===== src/rtl/mem_stage_pkg.sv =====
// Shared core types: memory/ALU opcodes, the inter-stage pipeline bus and
// the memory-stage state encoding.
package core;
  localparam int ADDR_WIDTH = 12;

  typedef enum logic [3:0] {
    MEM_NOP = 4'd0, MEM_LB, MEM_LH, MEM_LW, MEM_LBU, MEM_LHU, MEM_SB, MEM_SH, MEM_SW
  } MEM_OP_t;

  typedef enum logic [3:0] {
    ALU_NOP = 4'd0, ALU_ADD, ALU_SUB, ALU_AND, ALU_OR, ALU_XOR, ALU_SLL, ALU_SRL
  } ALU_OP_t;

  typedef struct packed {
    logic [31:0] pc;
    ALU_OP_t     alu_op;
    MEM_OP_t     mem_op;
    logic [4:0]  rd;
    logic [31:0] rs2_data;
    logic [31:0] rd_res;
  } pipeline_bus_t;

  typedef enum logic [1:0] {MS_IDLE, MS_ACCESS, MS_HOLD} mem_state_t;

  function automatic logic is_store(MEM_OP_t op);
    return (op == MEM_SB) || (op == MEM_SH) || (op == MEM_SW);
  endfunction
endpackage


===== src/rtl/mem_stage_if.sv =====
// Data-memory request/response bus between the memory stage and the memory.
interface mem_stage_if #(parameter int ADDR_W = core::ADDR_WIDTH);
  logic              dmem_req_o;
  logic              dmem_we_o;
  logic [ADDR_W-1:0] dmem_addr_o;
  logic [31:0]       dmem_wdata_o;
  logic [3:0]        dmem_be_o;
  logic              dmem_ack_i;
  logic [31:0]       dmem_rdata_i;

  modport master (output dmem_req_o, dmem_we_o, dmem_addr_o, dmem_wdata_o, dmem_be_o,
                  input  dmem_ack_i, dmem_rdata_i);
  modport slave  (input  dmem_req_o, dmem_we_o, dmem_addr_o, dmem_wdata_o, dmem_be_o,
                  output dmem_ack_i, dmem_rdata_i);
endinterface


===== src/rtl/mem_stage_load_align.sv =====
// Picks the addressed byte/half out of a load word and sign/zero extends it.
module load_align
  import core::*;
(
  input  MEM_OP_t     mem_op,
  input  logic [1:0]  off,
  input  logic [31:0] rdata,
  output logic [31:0] res
);
  logic [31:0] sh;
  assign sh = rdata >> {off, 3'b000};

  always_comb begin
    res = rdata;
    case (mem_op)
      MEM_LB:  res = {{24{sh[7]}}, sh[7:0]};
      MEM_LBU: res = {24'b0, sh[7:0]};
      MEM_LH:  res = {{16{sh[15]}}, sh[15:0]};
      MEM_LHU: res = {16'b0, sh[15:0]};
      default: res = rdata;
    endcase
  end
endmodule


===== src/rtl/mem_stage.sv =====
// Memory pipeline stage: issues one load/store at a time to data memory and
// hands the completed instruction to writeback.
module mem_stage
  import core::*;
#(
  parameter int ADDR_W = ADDR_WIDTH
) (
  input  logic          clk,
  input  logic          rst,
  input  logic          ex_valid_i,
  input  pipeline_bus_t ex_bus_i,
  output logic          ex_ready_o,
  output logic          wb_valid_o,
  output pipeline_bus_t wb_bus_o,
  input  logic          wb_ready_i,
  mem_stage_if.master   dmem,
  output logic          misalign_o
);
  mem_state_t        state;
  pipeline_bus_t     bus_q;
  logic              req_q, we_q, mis_q;
  logic [ADDR_W-1:0] addr_q;
  logic [31:0]       wdata_q, wdata_n, ld_res;
  logic [3:0]        be_q, be_n;
  logic [1:0]        off;
  logic              mis, is_ls;

  assign off   = ex_bus_i.rd_res[1:0];
  assign is_ls = ex_bus_i.mem_op != MEM_NOP;
  assign mis   = (((ex_bus_i.mem_op == MEM_LH) || (ex_bus_i.mem_op == MEM_LHU) ||
                   (ex_bus_i.mem_op == MEM_SH)) && off[0]) ||
                 (((ex_bus_i.mem_op == MEM_LW) || (ex_bus_i.mem_op == MEM_SW)) && (off != 2'b00));

  always_comb begin
    be_n    = 4'b1111;
    wdata_n = '0;
    case (ex_bus_i.mem_op)
      MEM_LB, MEM_LBU, MEM_SB: be_n = 4'b0001 << off;
      MEM_LH, MEM_LHU, MEM_SH: be_n = 4'b0011 << off;
      default:                 be_n = 4'b1111;
    endcase
    case (ex_bus_i.mem_op)
      MEM_SB:  wdata_n = {4{ex_bus_i.rs2_data[7:0]}};
      MEM_SH:  wdata_n = {2{ex_bus_i.rs2_data[15:0]}};
      MEM_SW:  wdata_n = ex_bus_i.rs2_data;
      default: wdata_n = '0;
    endcase
  end

  load_align u_load_align (
    .mem_op (bus_q.mem_op),
    .off    (bus_q.rd_res[1:0]),
    .rdata  (dmem.dmem_rdata_i),
    .res    (ld_res)
  );

  // Request fields stay frozen for the whole ACCESS state; acks elsewhere are ignored.
  always_ff @(posedge clk) begin
    if (rst) begin
      state   <= MS_IDLE;
      bus_q   <= '0;
      req_q   <= 1'b0;
      we_q    <= 1'b0;
      addr_q  <= '0;
      wdata_q <= '0;
      be_q    <= '0;
      mis_q   <= 1'b0;
    end else begin
      mis_q <= 1'b0;
      case (state)
        MS_IDLE: if (ex_valid_i) begin
          bus_q <= ex_bus_i;
          if (is_ls && !mis) begin
            state   <= MS_ACCESS;
            req_q   <= 1'b1;
            we_q    <= is_store(ex_bus_i.mem_op);
            addr_q  <= ex_bus_i.rd_res[ADDR_W+1:2];
            wdata_q <= wdata_n;
            be_q    <= be_n;
          end else begin
            state <= MS_HOLD;
            if (mis) begin
              bus_q.rd     <= '0;
              bus_q.mem_op <= MEM_NOP;
              mis_q        <= 1'b1;
            end
          end
        end
        MS_ACCESS: if (dmem.dmem_ack_i) begin
          state   <= MS_HOLD;
          req_q   <= 1'b0;
          we_q    <= 1'b0;
          addr_q  <= '0;
          wdata_q <= '0;
          be_q    <= '0;
          if (!we_q) bus_q.rd_res <= ld_res;
        end
        MS_HOLD: if (wb_ready_i) state <= MS_IDLE;
        default: state <= MS_IDLE;
      endcase
    end
  end

  assign ex_ready_o        = (state == MS_IDLE) && !rst;
  assign wb_valid_o        = (state == MS_HOLD);
  assign wb_bus_o          = bus_q;
  assign misalign_o        = mis_q;
  assign dmem.dmem_req_o   = req_q;
  assign dmem.dmem_we_o    = we_q;
  assign dmem.dmem_addr_o  = addr_q;
  assign dmem.dmem_wdata_o = wdata_q;
  assign dmem.dmem_be_o    = be_q;
endmodule

===== src/flat_wrapper.sv =====
// flat-port wrapper written by rule: the top's interface ports become plain ports
module mem_stage_flat import core::*;
#(
  parameter int ADDR_W = ADDR_WIDTH
)
  (clk, rst, ex_valid_i, ex_bus_i, ex_ready_o, wb_valid_o, wb_bus_o, wb_ready_i, misalign_o, dmem_dmem_req_o, dmem_dmem_we_o, dmem_dmem_addr_o, dmem_dmem_wdata_o, dmem_dmem_be_o, dmem_dmem_ack_i, dmem_dmem_rdata_i);
  mem_stage_if #(.ADDR_W(ADDR_W)) dmem_i ();
  input  logic clk;
  input  logic rst;
  input  logic ex_valid_i;
  input  pipeline_bus_t ex_bus_i;
  output logic ex_ready_o;
  output logic wb_valid_o;
  output pipeline_bus_t wb_bus_o;
  input  logic wb_ready_i;
  output logic misalign_o;
  output wire logic [$bits(dmem_i.dmem_req_o)-1:0] dmem_dmem_req_o;
  output wire logic [$bits(dmem_i.dmem_we_o)-1:0] dmem_dmem_we_o;
  output wire logic [$bits(dmem_i.dmem_addr_o)-1:0] dmem_dmem_addr_o;
  output wire logic [$bits(dmem_i.dmem_wdata_o)-1:0] dmem_dmem_wdata_o;
  output wire logic [$bits(dmem_i.dmem_be_o)-1:0] dmem_dmem_be_o;
  input wire logic [$bits(dmem_i.dmem_ack_i)-1:0] dmem_dmem_ack_i;
  input wire logic [$bits(dmem_i.dmem_rdata_i)-1:0] dmem_dmem_rdata_i;
  assign dmem_dmem_req_o = dmem_i.dmem_req_o;
  assign dmem_dmem_we_o = dmem_i.dmem_we_o;
  assign dmem_dmem_addr_o = dmem_i.dmem_addr_o;
  assign dmem_dmem_wdata_o = dmem_i.dmem_wdata_o;
  assign dmem_dmem_be_o = dmem_i.dmem_be_o;
  assign dmem_i.dmem_ack_i = dmem_dmem_ack_i;
  assign dmem_i.dmem_rdata_i = dmem_dmem_rdata_i;
  mem_stage #(.ADDR_W(ADDR_W)) u_core (.clk(clk), .rst(rst), .ex_valid_i(ex_valid_i), .ex_bus_i(ex_bus_i), .ex_ready_o(ex_ready_o), .wb_valid_o(wb_valid_o), .wb_bus_o(wb_bus_o), .wb_ready_i(wb_ready_i), .dmem(dmem_i), .misalign_o(misalign_o));
endmodule

===== config.mk =====
export PLATFORM = sky130hd
export DESIGN_NAME = mem_stage_flat
export DESIGN_NICKNAME = d
export VERILOG_FILES = /design/src/rtl/mem_stage_pkg.sv /design/src/rtl/mem_stage_if.sv /design/src/rtl/mem_stage_load_align.sv /design/src/rtl/mem_stage.sv /design/src/flat_wrapper.sv
export SDC_FILE = /design/constraint.sdc
export NUM_CORES = 1
export LEC_CHECK = 0
export CAP_MARGIN = 5
export CORE_MARGIN = 2
export CORE_UTILIZATION = 43
export CTS_BUF_LIST = sky130_fd_sc_hd__clkbuf_4
export DETAILED_ROUTE_END_ITERATION = 10
export PLACE_DENSITY_LB_ADDON = 0.1
export SETUP_SLACK_MARGIN = 0.02
export SLEW_MARGIN = 20
export SYNTH_ARGS = -nofsm -noshare
export SYNTH_HDL_FRONTEND = slang
export SYNTH_SLANG_ARGS = --single-unit

===== constraint.sdc =====
create_clock -name clk -period 2.15 [get_ports clk]
set_input_delay 0.5375 -clock clk [delete_from_list [all_inputs] [get_ports clk]]
set_output_delay 0.5375 -clock clk [all_outputs]
set_load 0.03 [all_outputs]

[Word level (Yosys, flattened, before mapping)]
Index checks and enable logic that the tools add are counted.
Word-level totals
  register bits: 162
  input bits: 146
  output and inout port bits: 162
  logic and storage cells: 94
Cells by class
  equality and inequality tests: 19
  shifts and indexed selects: 3
  mux-type cells: 34
  bitwise gates (word level): 2
  reduce and logical (&&, ||, !) cells: 23
Operators with widths (count)
  $mux 32: 6
  $pmux 32 s2: 2
  $pmux 32 s4: 1
  $pmux 32 s3: 1
  $mux 12: 3
  $shr 32x5->16: 1
  $eq 4x3->1 const B: 6
  $pmux 12 s2: 1
  $mux 9: 2
  $pmux 4 s2: 2
  $eq 4x2->1 const B: 3
  $mux 4: 3
  $eq 4x1->1 const B: 2
  $mux 2: 4
  $reduce_and 4->1: 2
  $logic_or 1x1->1: 6
  $mux 1: 6
  $ne 2x2->1 const B: 3
  $pmux 2 s3: 1
  $reduce_or 3->1: 2
  $eq 4x4->1 const B: 1
  $logic_and 1x1->1: 4
  $ne 2x1->1 const B: 2
  $pmux 1 s2: 2
  other kinds (12): 15

[Logic depth before layout (Yosys ltp)]
Gate-level depths: netlist of run 1.
  word-level depth: 10
  gate-level depth with buffers: 9
  depth with buffers taken out: 5

[Hierarchy]
From an unflattened synthesis of run 1, not the netlist that was laid out.
Unflattened totals
  cell total of the unflattened synthesis: 921
  area total of the unflattened synthesis: 7531.0 um2
Modules (own cells, without submodules)
  mem_stage: instances 1, cells an instance 794, area each 6527.5 um2, sequential area each 3243.1 um2
  load_align: instances 1, cells an instance 127, area each 1003.5 um2, sequential area each 0.0 um2

[Least setup slack after synthesis of run 1]
Ideal clock, no wire load.
  kind: input-to-reg
  from: input port rst
  to: register u_core.wdata_q[16], in the netlist u_core.dmem.dmem_wdata_o[16]
  library setup time: 58 ps
  arrival time: 2238 ps
  required time: 2092 ps
  path slack: -146 ps
  cell stages on the path: 6
  path buffers: 1
  path through: clkbuf_1 -> nor3_2 -> nand2_1 -> nor3_1 -> a22o_1 -> a21o_1
RTL lines
  start: declaration: line flat_wrapper.sv:9  | input logic rst;
  end signal: assignment: line mem_stage.sv:78  | wdata_q <= wdata_n;
  end: declaration: line mem_stage.sv:23  | logic [31:0] wdata_q, wdata_n, ld_res;

[Worst setup path after layout of run 1]
  from: register u_core.state[1]
  to: output port ex_ready_o
On the way
  longest elaborated chain between the ends: 2
Ends and longest elaborated chain
  start: declaration: line mem_stage.sv:19  | mem_state_t state;
  start signal: assignment: line mem_stage.sv:60  | state <= MS_IDLE;
  start signal: assignment: line mem_stage.sv:74  | state <= MS_ACCESS;
  start signal: assignment: line mem_stage.sv:81  | state <= MS_HOLD;
  $logic_not 2->1: line mem_stage.sv:104  | assign ex_ready_o = (state == MS_IDLE) && !rst;
  $logic_and 1x1->1: line mem_stage.sv:104
  end: declaration: line flat_wrapper.sv:12  | output logic ex_ready_o;
No other way between the ends.

==> out/results.ini, run 1 <==
[final_layout]
fillerInstances=1385
regArea_um2=3244
area_growth_pct=54.55
drive_gt1_frac=0.1181
fin_area_um2=10750
nNetsFinal=1294
multi_input_area_um2=3443
mostFrequentLayoutCells=185 x nand2_1, 161 x dfxtp_1, 159 x dlygate4sd2_1, 144 x clkdlybuf4s50_1, 84 x a21oi_1
final_common_cell=nand2_1

[pwr]
swShare=0.3450
ir_drop_mv=0.4545
combPwrFrac=0.311
p_sw_w=0.002571
clockPowerShare=0.239
p_per_area_nw_per_um2=693.2
seq_power_share=0.450
intPower_w=0.004882
p_leak_nw=4.795

[floorplan]
ioPinCount=308
die_h_um=131.2
die_w_um=131.2
initial_core_util=0.4395
die-area_um2=17210
coreArea_um2=15830
num_rows=46

[worst_setup_path]
cp_data_required_time_ns=1.61
crit_arrival_ns=1.52
critPathKind=flop to output port
cp-end-kind=output port
cp-start-kind=flop
path_max_fanout=6

[timing]
tns_ns=0
finalCritPeriodShare=0.9550
rsz0062_at_grt=no
relSlewSlack=0.5824
finalHoldViolCount=0
maxSlewViolCount=0
skew_ns=0.02272
tightest_slew_ns=0.6230
fin_crit_ns=2.053
setup_viol=0
clock.fmax_mhz=487.1

[placement]
place_congestion=0.8774
port_buffers=307
hpwl_um=17820
place_area_um2=10650

[drt]
vias=7349
drt-total-wl_um=24430
dr.first_iter.drc_count=515
drc=0
viasPerCell=5.337
routedWlPerCell_um=17.74
ant_nets=0
drt-pass1-iter-count=8

[min_path]
hold_class=flop to flop

[cts]
cts.clk_slew.worst_paths_ns=0.14
cts_sinks=162
cts_buffers=17
cts.htree.levels=4
cts_root_buf=clkbuf_4
clock_latency_ns=0.56
cts_buffer_depth=2
hold_buffers=0
cts_tree=built

[logic_synthesis]
synth_enable_flop_cells=0
synthArstFlopShare=0
synthesis.instances=812
yosysTopAreaCell=dfxtp_1
synth.distinct_cells=61
synth_top_area_share=0.4662
avgSynthCellArea_um2=8.567
ys_ff_latch=162
synth_flop_cell=dfxtp_1
ys_seq_area_frac=0.4662
synth_warnings=0
synthesis.area_um2=6957
synth_area_leaders=dfxtp_1 47%, nand2_1 10%, a21oi_1 6.0%, a22o_1 5.9%, o21ai_0 3.0%
synth_nets=958

[global_routing]
grt_pass1_wl_um=38720
track_usage=0.2802
grt_pass1_vias=7088
grt-ovfl-total=0
antenna_found_initial=1
grt_max_degree=91

[run]
cap_violations=0

[run_status]
status=finished clean

-- timing repair --
| action | 4_1_cts | 5_1_grt |
|---|---|---|
| hold endpoints to repair | 0 | 0 |
| setup endpoints to repair | 179 | 6 |
| cloned | 0 | 0 |
| pin swaps | 1 | 0 |
| resized for setup | 162 | 3 |
| buffers inserted | 2 | 0 |
-- synthesized netlist by cell type, types with 4 or more instances --
master     instances
nand3_1            7
inv_1              5
nor2_1            36
o221ai_1           4
a21oi_1           84
a211oi_1          13
buf_2             22
o2bb2ai_1          8
or3_1              7
nand2_1          185
a211oi_2           8
dfxtp_1          162
a21o_1            10
nand2b_1           6
nor3_1             6
clkbuf_1          31
mux2i_1           19
a22o_1            47
a221oi_1           6
o21ai_1           26
o21ai_0           42
a22oi_1            9
nor2b_1            6
-- cell type report --
type                            instances  area share
Antenna cell                            1   0.0002327
Clock buffer                           20     0.01396
Clock inverter                         11     0.01071
Inverter                                6    0.002095
Multi-Input combinational cell        584      0.3203
Sequential cell                       162      0.3018
Tap cell                              216     0.02514
Timing Repair Buffer                  377      0.3258
-- power by group through the flow --
stage	sequential, W	clock [W]	combinational [W]
after detailed placement	0.00343	0	0.00244
final	0.00335	0.00178	0.00232
after global routing	0.00339	0.00195	0.00248
after global placement	0.00342	0	0.00242
after floorplan	0.00387	0	0.000846
after CTS	0.00335	0.00183	0.00231
-- critical path: stages (launching register included) --
cell and delay, ns:
dfxtp_1 0.35, buf_4 0.17, nor3_4 0.24, buf_4 0.20
-- flip-flops by register name, summed over array words and instances, names as in the netlist --
signal                    count
u_core.dmem.dmem_req_o        1
u_core.dmem.dmem_addr_o      12
u_core.wb_bus_o             109
u_core.misalign_o             1
u_core.dmem.dmem_wdata_o     32
u_core.state                  2
u_core.dmem.dmem_we_o         1
u_core.dmem.dmem_be_o         4
-- through the flow --
| stage | power, W | instances | hold slack, ns | utilization | setup WS (ns) |
|---|---|---|---|---|---|
| finish | 0.007453 | 1377 | 0.4507 | 0.6793 | 0.09684 |
| global route | 0.007814 | 1377 | 0.4678 | 0.6793 | 0.02217 |
| CTS | 0.007499 | 1376 | 0.4549 | 0.6793 | 0.001348 |
| detailed placement | 0.005866 | 1343 | 0.4400 | 0.6728 | -0.4489 |
| global placement | 0.005846 | 1343 | 0.4335 | 0.6728 | -0.4181 |
| floorplan | 0.004714 | 812 | 0.5689 | - | 0.02747 |
-- routing by layer --
| metal | GRT usage | up-vias | wire, µm |
|---|---|---|---|
| met3 | 0.1049 | 51 | 2425 |
| met2 | 0.4497 | 335 | 11250 |
| met4 | 0.1057 | 0 | 690 |
| met1 | 0.3430 | 3402 | 10060 |
| li1 | - | 3561 | - |
| met5 | 0 | - | 0 |
-- cells by family (layout without fill, tap and decap cells) --
logic type / Yosys count / after routing / synth area share
AOI/OAI and AO/OA: 283 / 283 / 0.2811
xor gates and xnor gates: 2 / 2 / 0.002518
buffers and inverters: 66 / 414 / 0.04335
and+or+nand+nor: 279 / 279 / 0.1763
muxes: 20 / 20 / 0.03057
DFF: 162 / 162 / 0.4662
other: 0 / 1 / 0
-- worst paths after layout --
| check | slack, ns | cells after the start | from | endpoint |
|---|---|---|---|---|
| max | 0.1 | 3 | u_core.state[1]$_SDFFE_PP0P_ | ex_ready_o |
| min | 0.45 | 2 | u_core.wb_bus_o[21]$_SDFFE_PP0P_ | u_core.wb_bus_o[21]$_SDFFE_PP0P_ |
| max reg2reg | 0.16 | 5 | u_core.wb_bus_o[72]$_SDFFE_PP0P_ | u_core.wb_bus_o[11]$_SDFFE_PP0P_ |
| min reg2reg | 0.45 | 2 | u_core.wb_bus_o[21]$_SDFFE_PP0P_ | u_core.wb_bus_o[21]$_SDFFE_PP0P_ |
Note: power is estimated with default switching activity, not from simulation.
==> run 2: changes to the inputs <==
clock period = 2.2 ns   (was 2.15 ns; I/O delays follow)
==> run 2 against run 1 <==
Net effect:
- global-route usage barely moved
- clock skew fell by 0.0048 ns
- clock power rose by 3%
- sequential cell count did not move
- count of clock-buffer cells in the layout fell by 1
- total power fell by 0.18%
- final area rose by 2.9%
- worst hold slack barely moved
- final cell count fell by 0.15%
- via count rose by 0.22%
- critical path type unchanged
==> out/results.ini, run 2 (synthesis results as in run 1) <==
[worst_setup_path]
critPathKind=flop to output port
path_cells=clkdlybuf4s50_1
cp_data_required_time_ns=1.65  ; +0.04 ns
max_stage_delay_ns=0.67  ; +0.32 ns
r2r-end=u_core.wb_bus_o[11]$_SDFFE_PP0P_
r2r_cells=6  ; +1
crit_slowest_cell=clkdlybuf4s50_1
worst-path-buf-inv=1  ; -1
rrSetupSlack_ns=0.20  ; +0.04 ns
cp-end-kind=output port
r2r-start=u_core.wb_bus_o[70]$_SDFFE_PP0P_
cp-start-kind=flop
path_max_fanout=2  ; -4
crit_family=buffers and inverters
crit_arrival_ns=1.57  ; +0.05 ns

[floorplan]
die_h_um=131.2  ; unchanged
coreArea_um2=15830  ; unchanged
initial_core_util=0.4395  ; unchanged
die-area_um2=17210  ; unchanged
num_rows=46  ; unchanged
die_w_um=131.2  ; unchanged
ioPinCount=308  ; unchanged

[timing]
relSlewSlack=0.5747  ; -0.007698
clock.fmax_mhz=471.7
tightest_slew_ns=0.6345  ; +0.01148 ns
finalHoldViolCount=0  ; unchanged
skew_ns=0.01789  ; -0.004824 ns
maxSlewViolCount=0  ; unchanged
finalCritPeriodShare=0.9637
fin_crit_ns=2.120
fin_hold_ws_ns=0.4511  ; +0.0004020 ns
rsz0062_at_grt=no
setup_viol=0  ; unchanged

[cts]
cts.htree.levels=4  ; unchanged
hold_buffers=0  ; unchanged
cts_sinks=162  ; unchanged
clock_latency_ns=0.56  ; about the same
cts_root_buf=clkbuf_4
cts_buffer_depth=2  ; unchanged
cts_buffers=17  ; unchanged
cts_tree=built
cts.clk_slew.worst_paths_ns=0.13  ; about the same

[global_routing]
grtUsageMet3=0.1038  ; -0.001157
grt_pass1_vias=7116  ; +0.40%
top_usage_layer=met2
grt_util_met1=0.3418  ; -0.001209
grt_pass1_wl_um=38810  ; +0.23%
use_met2=0.4594  ; +0.009649
grt_max_degree=91  ; unchanged
antenna_found_initial=1  ; unchanged
track_usage=0.2800  ; about the same
grt-ovfl-total=0  ; unchanged

[drt]
viasPerCell=5.356  ; +0.36%
dr.first_iter.drc_count=475  ; -7.8%
drc=0  ; unchanged
ant_nets=0  ; unchanged
drt-total-wl_um=24810  ; +1.5%
drt-pass1-iter-count=7  ; -1
vias=7365  ; +0.22%
routedWlPerCell_um=18.04  ; +1.7%

[final_layout]
layoutNonFillerInstCount=1375  ; -0.15%
post-route-util=0.6990  ; +0.01968
nNetsFinal=1291  ; -0.23%
largest_reg_flops=109  ; unchanged
mostFrequentLayoutCells=185 x nand2_1, 161 x dfxtp_1, 145 x clkdlybuf4s50_1, 88 x dlymetal6s2s_1, 84 x a21oi_1
drive_gt1_frac=0.1131  ; -0.004977
final_common_cell=nand2_1
area_growth_pct=59.03

[pwr]
ir_drop_mv=0.4404  ; -3.1%
p_per_area_nw_per_um2=672.4  ; -3.0%
total_power_w=0.007439  ; -0.18%
p_leak_nw=5.872  ; +22%

[placement]
place_congestion=0.8543  ; -2.6%
dp_cells=1341  ; -0.15%
hpwl_um=17960  ; +0.81%
port_buffers=307  ; unchanged

[min_path]
hold-path-cell-count=2  ; unchanged
holdPathEnd=u_core.wb_bus_o[29]$_SDFFE_PP0P_
min_from=u_core.wb_bus_o[29]$_SDFFE_PP0P_
hold_class=flop to flop

[run_status]
status=finished clean

[run]
cap_violations=0  ; unchanged

## run 2: worst max path at each step
| stage | from | to | slack [ns] | depth (start not counted) |
|---|---|---|---|---|
| final | u_core.wb_bus_o[59]$_SDFFE_PP0P_ | wb_bus_o[59] | 0.08 | 1 |
| after global routing | u_core.wb_bus_o[59]$_SDFFE_PP0P_ | wb_bus_o[59] | 0.02 | 1 |
| after CTS | u_core.wb_bus_o[50]$_SDFFE_PP0P_ | wb_bus_o[50] | 0.02 | 1 |
| after detailed placement | dmem_dmem_rdata_i[7] | u_core.wb_bus_o[23]$_SDFFE_PP0P_ | -0.44 | 6 |
| after global placement | dmem_dmem_rdata_i[7] | u_core.wb_bus_o[21]$_SDFFE_PP0P_ | -0.40 | 6 |
| after floorplan | rst | u_core.dmem.dmem_wdata_o[16]$_SDFFE_PP0P_ | 0.06 | 6 |
## run 2: metal layers
metal  wire [µm]  up-vias
li1            -     3559
met4         509        0
met5           0        -
met2       11650      307
met1       10310     3462
met3        2335       37
## run 2: layout make-up
class | count | area (µm²)
inverter | 6 | 22.52
clock inverter | 13 | 142.6
clock buffer | 19 | 142.6
tap | 216 | 270.3
multi-input combinational | 584 | 3437
fill | 1338 | 4765
sequential | 162 | 3244
antenna | 1 | 2.502
timing repair buffer | 374 | 3801
## run 2: metrics by stage
step	setup slack, ns	setup TNS (ns)	cell area, µm²
final	0.07980	0	11060
after CTS	0.02003	0	10840
after detailed placement	-0.4389	-23.50	10620
after global routing	0.02078	0	11060
after global placement	-0.4002	-21.96	10620
after floorplan	0.06497	0	6962
## run 2: what timing repair did
| action | CTS | global route |
|---|---|---|
| resized for setup | 73 | 93 |
| gates cloned | 0 | 0 |
| buffers inserted | 1 | 0 |
| endpoints found under the setup margin | 87 | 92 |
| pin swaps | 1 | 0 |
## run 2: power breakdown
group	internal (W)	leakage [nW]	switching [W]	total (W)
combinational	0.000967	4.39	0.00135	0.00232
sequential	0.00316	1.33	0.000118	0.00328
clock	0.000792	0.152	0.00105	0.00184
==> run 3: changes to the inputs <==
CORE_ASPECT_RATIO = 0.8   (was default)
GPL_TIMING_DRIVEN = 0   (was default)
TNS_END_PERCENT = 5   (was default)
==> run 3 against run 2 <==
Net effect:
- sequential power hardly changed
- combinational power decreased by 4%
- critical path depth up 5
- worst hold slack lost 0.13 ns
- sequential share of layout area grew 1.2 points
- critical path type is now input port to flop
- highest routed layer unchanged
==> out/results.ini, run 3 (synthesis results as in run 1) <==
[timing]
maxSlewViolCount=0  ; unchanged
fin_hold_ws_ns=0.3195  ; -0.1316 ns
tightest_slew_ns=0.9128  ; +0.2783 ns
clock.fmax_mhz=473.2  ; +0.33%
finalCritPeriodShare=0.9605  ; -0.003194
relSlewSlack=0.3868  ; -0.1879
setup_viol=0  ; unchanged
rsz0062_at_grt=yes
fin_crit_ns=2.113  ; -0.007026 ns
finalHoldViolCount=0  ; unchanged
skew_ns=0.02368  ; +0.005792 ns

[cts]
cts_root_buf=clkbuf_4
cts_buffer_depth=2  ; unchanged
cts.clk_slew.worst_paths_ns=0.15  ; +0.02 ns
cts.htree.levels=4  ; unchanged
cts_sinks=162  ; unchanged
cts_buffers=17  ; unchanged
cts_tree=built
clock_latency_ns=0.59  ; +0.03 ns

[pwr]
ir_drop_mv=0.3675  ; -17%
combPwrFrac=0.297  ; -0.015
intPower_w=0.004831  ; -1.8%
p_sw_w=0.002655  ; +5.3%
clockPowerShare=0.264  ; +0.016
total_power_w=0.007486  ; +0.63%
p_leak_nw=5.234  ; -11%
swShare=0.3546  ; +0.01575
seq_power_share=0.439  ; about the same
p_per_area_nw_per_um2=704.1  ; +4.7%

[floorplan]
die_w_um=146.2  ; +11%
initial_core_util=0.4403  ; +0.0007657
ioPinCount=308  ; unchanged
coreArea_um2=15800  ; -0.17%
die-area_um2=17220  ; about the same
die_h_um=117.8  ; -10%
num_rows=41  ; -11%

[drt]
dr.first_iter.drc_count=507  ; +6.7%
drt-pass1-iter-count=5  ; -2
drc=0  ; unchanged
ant_nets=0  ; unchanged
drt-total-wl_um=25840  ; +4.1%
viasPerCell=5.415  ; +1.1%
vias=7386  ; +0.29%
routedWlPerCell_um=18.94  ; +5.0%

[worst_setup_path]
cp-start-kind=input port
path_cells=clkdlybuf4s50_1 -> nor2_2 -> nor3_2 -> nor3_1 -> nand3_1 -> o2bb2ai_1
max_stage_delay_ns=0.57  ; -0.10 ns
crit_slowest_cell=clkdlybuf4s50_1
path_max_fanout=8  ; +6
cp-end-kind=flop
crit_family=simple AND/OR/NAND/NOR gates
crit_arrival_ns=2.63  ; +1.06 ns
cp_data_required_time_ns=2.71  ; +1.06 ns
critPathKind=input port to flop
worst-path-buf-inv=1  ; unchanged

[global_routing]
track_usage=0.2894  ; +0.009382
antenna_found_initial=0  ; -1
grt_max_degree=17  ; -81%
grt_pass1_wl_um=38990  ; +0.48%
grt-ovfl-total=0  ; unchanged
grt_pass1_vias=6682  ; -6.1%

[min_path]
hold_class=input port to flop

[run_status]
status=finished clean

[placement]
place_congestion=0.8989  ; +5.2%
dp_cells=1331  ; -0.75%
place_area_um2=10270  ; -3.3%
hpwl_um=19630  ; +9.3%
port_buffers=304  ; -0.98%

[final_layout]
mostFrequentLayoutCells=185 x nand2_1, 159 x dfxtp_1, 142 x clkdlybuf4s50_1, 107 x dlygate4sd2_1, 83 x a21oi_1
antennaDiodeCount=0  ; -1
fillerInstances=1394  ; +4.2%
final_common_cell=nand2_1
area_growth_pct=52.82
largest_reg_flops=109  ; unchanged
drive_gt1_frac=0.08529  ; -0.02783
layoutNonFillerInstCount=1364  ; -0.80%
nNetsFinal=1282  ; -0.70%
fin_area_um2=10630  ; -3.9%

[run]
cap_violations=0  ; unchanged

==> run 3: cell count changes in the layout (fill, tap and decap cells not counted), sizes merged <==
cell and change:
clkdlybuf4s15 +1, clkbuf +34, diode -1, clkinv -4, clkdlybuf4s50 -3, dlygate4sd2 +38, dlymetal6s2s -36, inv +5
buf -44
==> run 3: metrics by stage <==
step / utilization / worst slack, ns / setup TNS [ns]
3_5_place_dp: 0.6502 / -0.6395 / -45.41
3_3_place_gp: 0.6502 / -0.6357 / -45.18
6_report: 0.6729 / 0.08682 / 0
5_1_grt: 0.6729 / 0.005913 / 0
2_1_floorplan: - / 0.06497 / 0
4_1_cts: 0.6622 / 0.02004 / 0
==> run 3: what timing repair did <==
action,4_1_cts,5_1_grt
setup buffers,0,1
setup endpoints to repair,121,118
hold buffers,0,0
gates resized for setup,117,67
pin swaps,0,1
==> run 3: power by group through the flow <==
stage               Clock, W  Combinational (W)  Sequential, W
floorplan                  0           0.000827        0.00378
global route         0.00213            0.00236        0.00332
detailed placement         0            0.00229        0.00336
CTS                  0.00198            0.00220        0.00329
finish               0.00198            0.00222        0.00329
global placement           0            0.00228        0.00335
==> run 3: metal layers <==
metal | share of wire | track usage | vias up
li1 | - | - | 3563
met3 | 0.087 | 0.08372 | 37
met1 | 0.46 | 0.4093 | 3456
met5 | 0 | 0 | -
met2 | 0.43 | 0.4334 | 330
met4 | 0.021 | 0.07464 | 0
==> run 3: area by class of cell <==
cell class | count | area (µm²) | share of cell area
Timing Repair Buffer | 305 | 3043 | 0.2862
Tap cell | 215 | 269.0 | 0.02530
Buffer | 60 | 290.3 | 0.02730
Clock inverter | 14 | 176.4 | 0.01659
Multi-Input combinational cell | 584 | 3448 | 0.3244
Sequential cell | 162 | 3247 | 0.3054
Inverter | 6 | 22.52 | 0.002118
Clock buffer | 18 | 135.1 | 0.01271
==> run 3: path summary, 6_finish.rpt <==
check                                                       from                                   endpoint  slack [ns]  cells past startpoint
worst max-delay path                                 ex_bus_i[0]  u_core.dmem.dmem_wdata_o[14]$_SDFFE_PP0P_        0.09                      6
worst min-delay path                                ex_bus_i[70]           u_core.wb_bus_o[70]$_SDFFE_PP0P_        0.32                      2
worst max register to register  u_core.wb_bus_o[72]$_SDFFE_PP0P_           u_core.wb_bus_o[15]$_SDFFE_PP0P_        0.11                      6
worst min register to register  u_core.wb_bus_o[16]$_SDFFE_PP0P_           u_core.wb_bus_o[16]$_SDFFE_PP0P_        0.45                      2
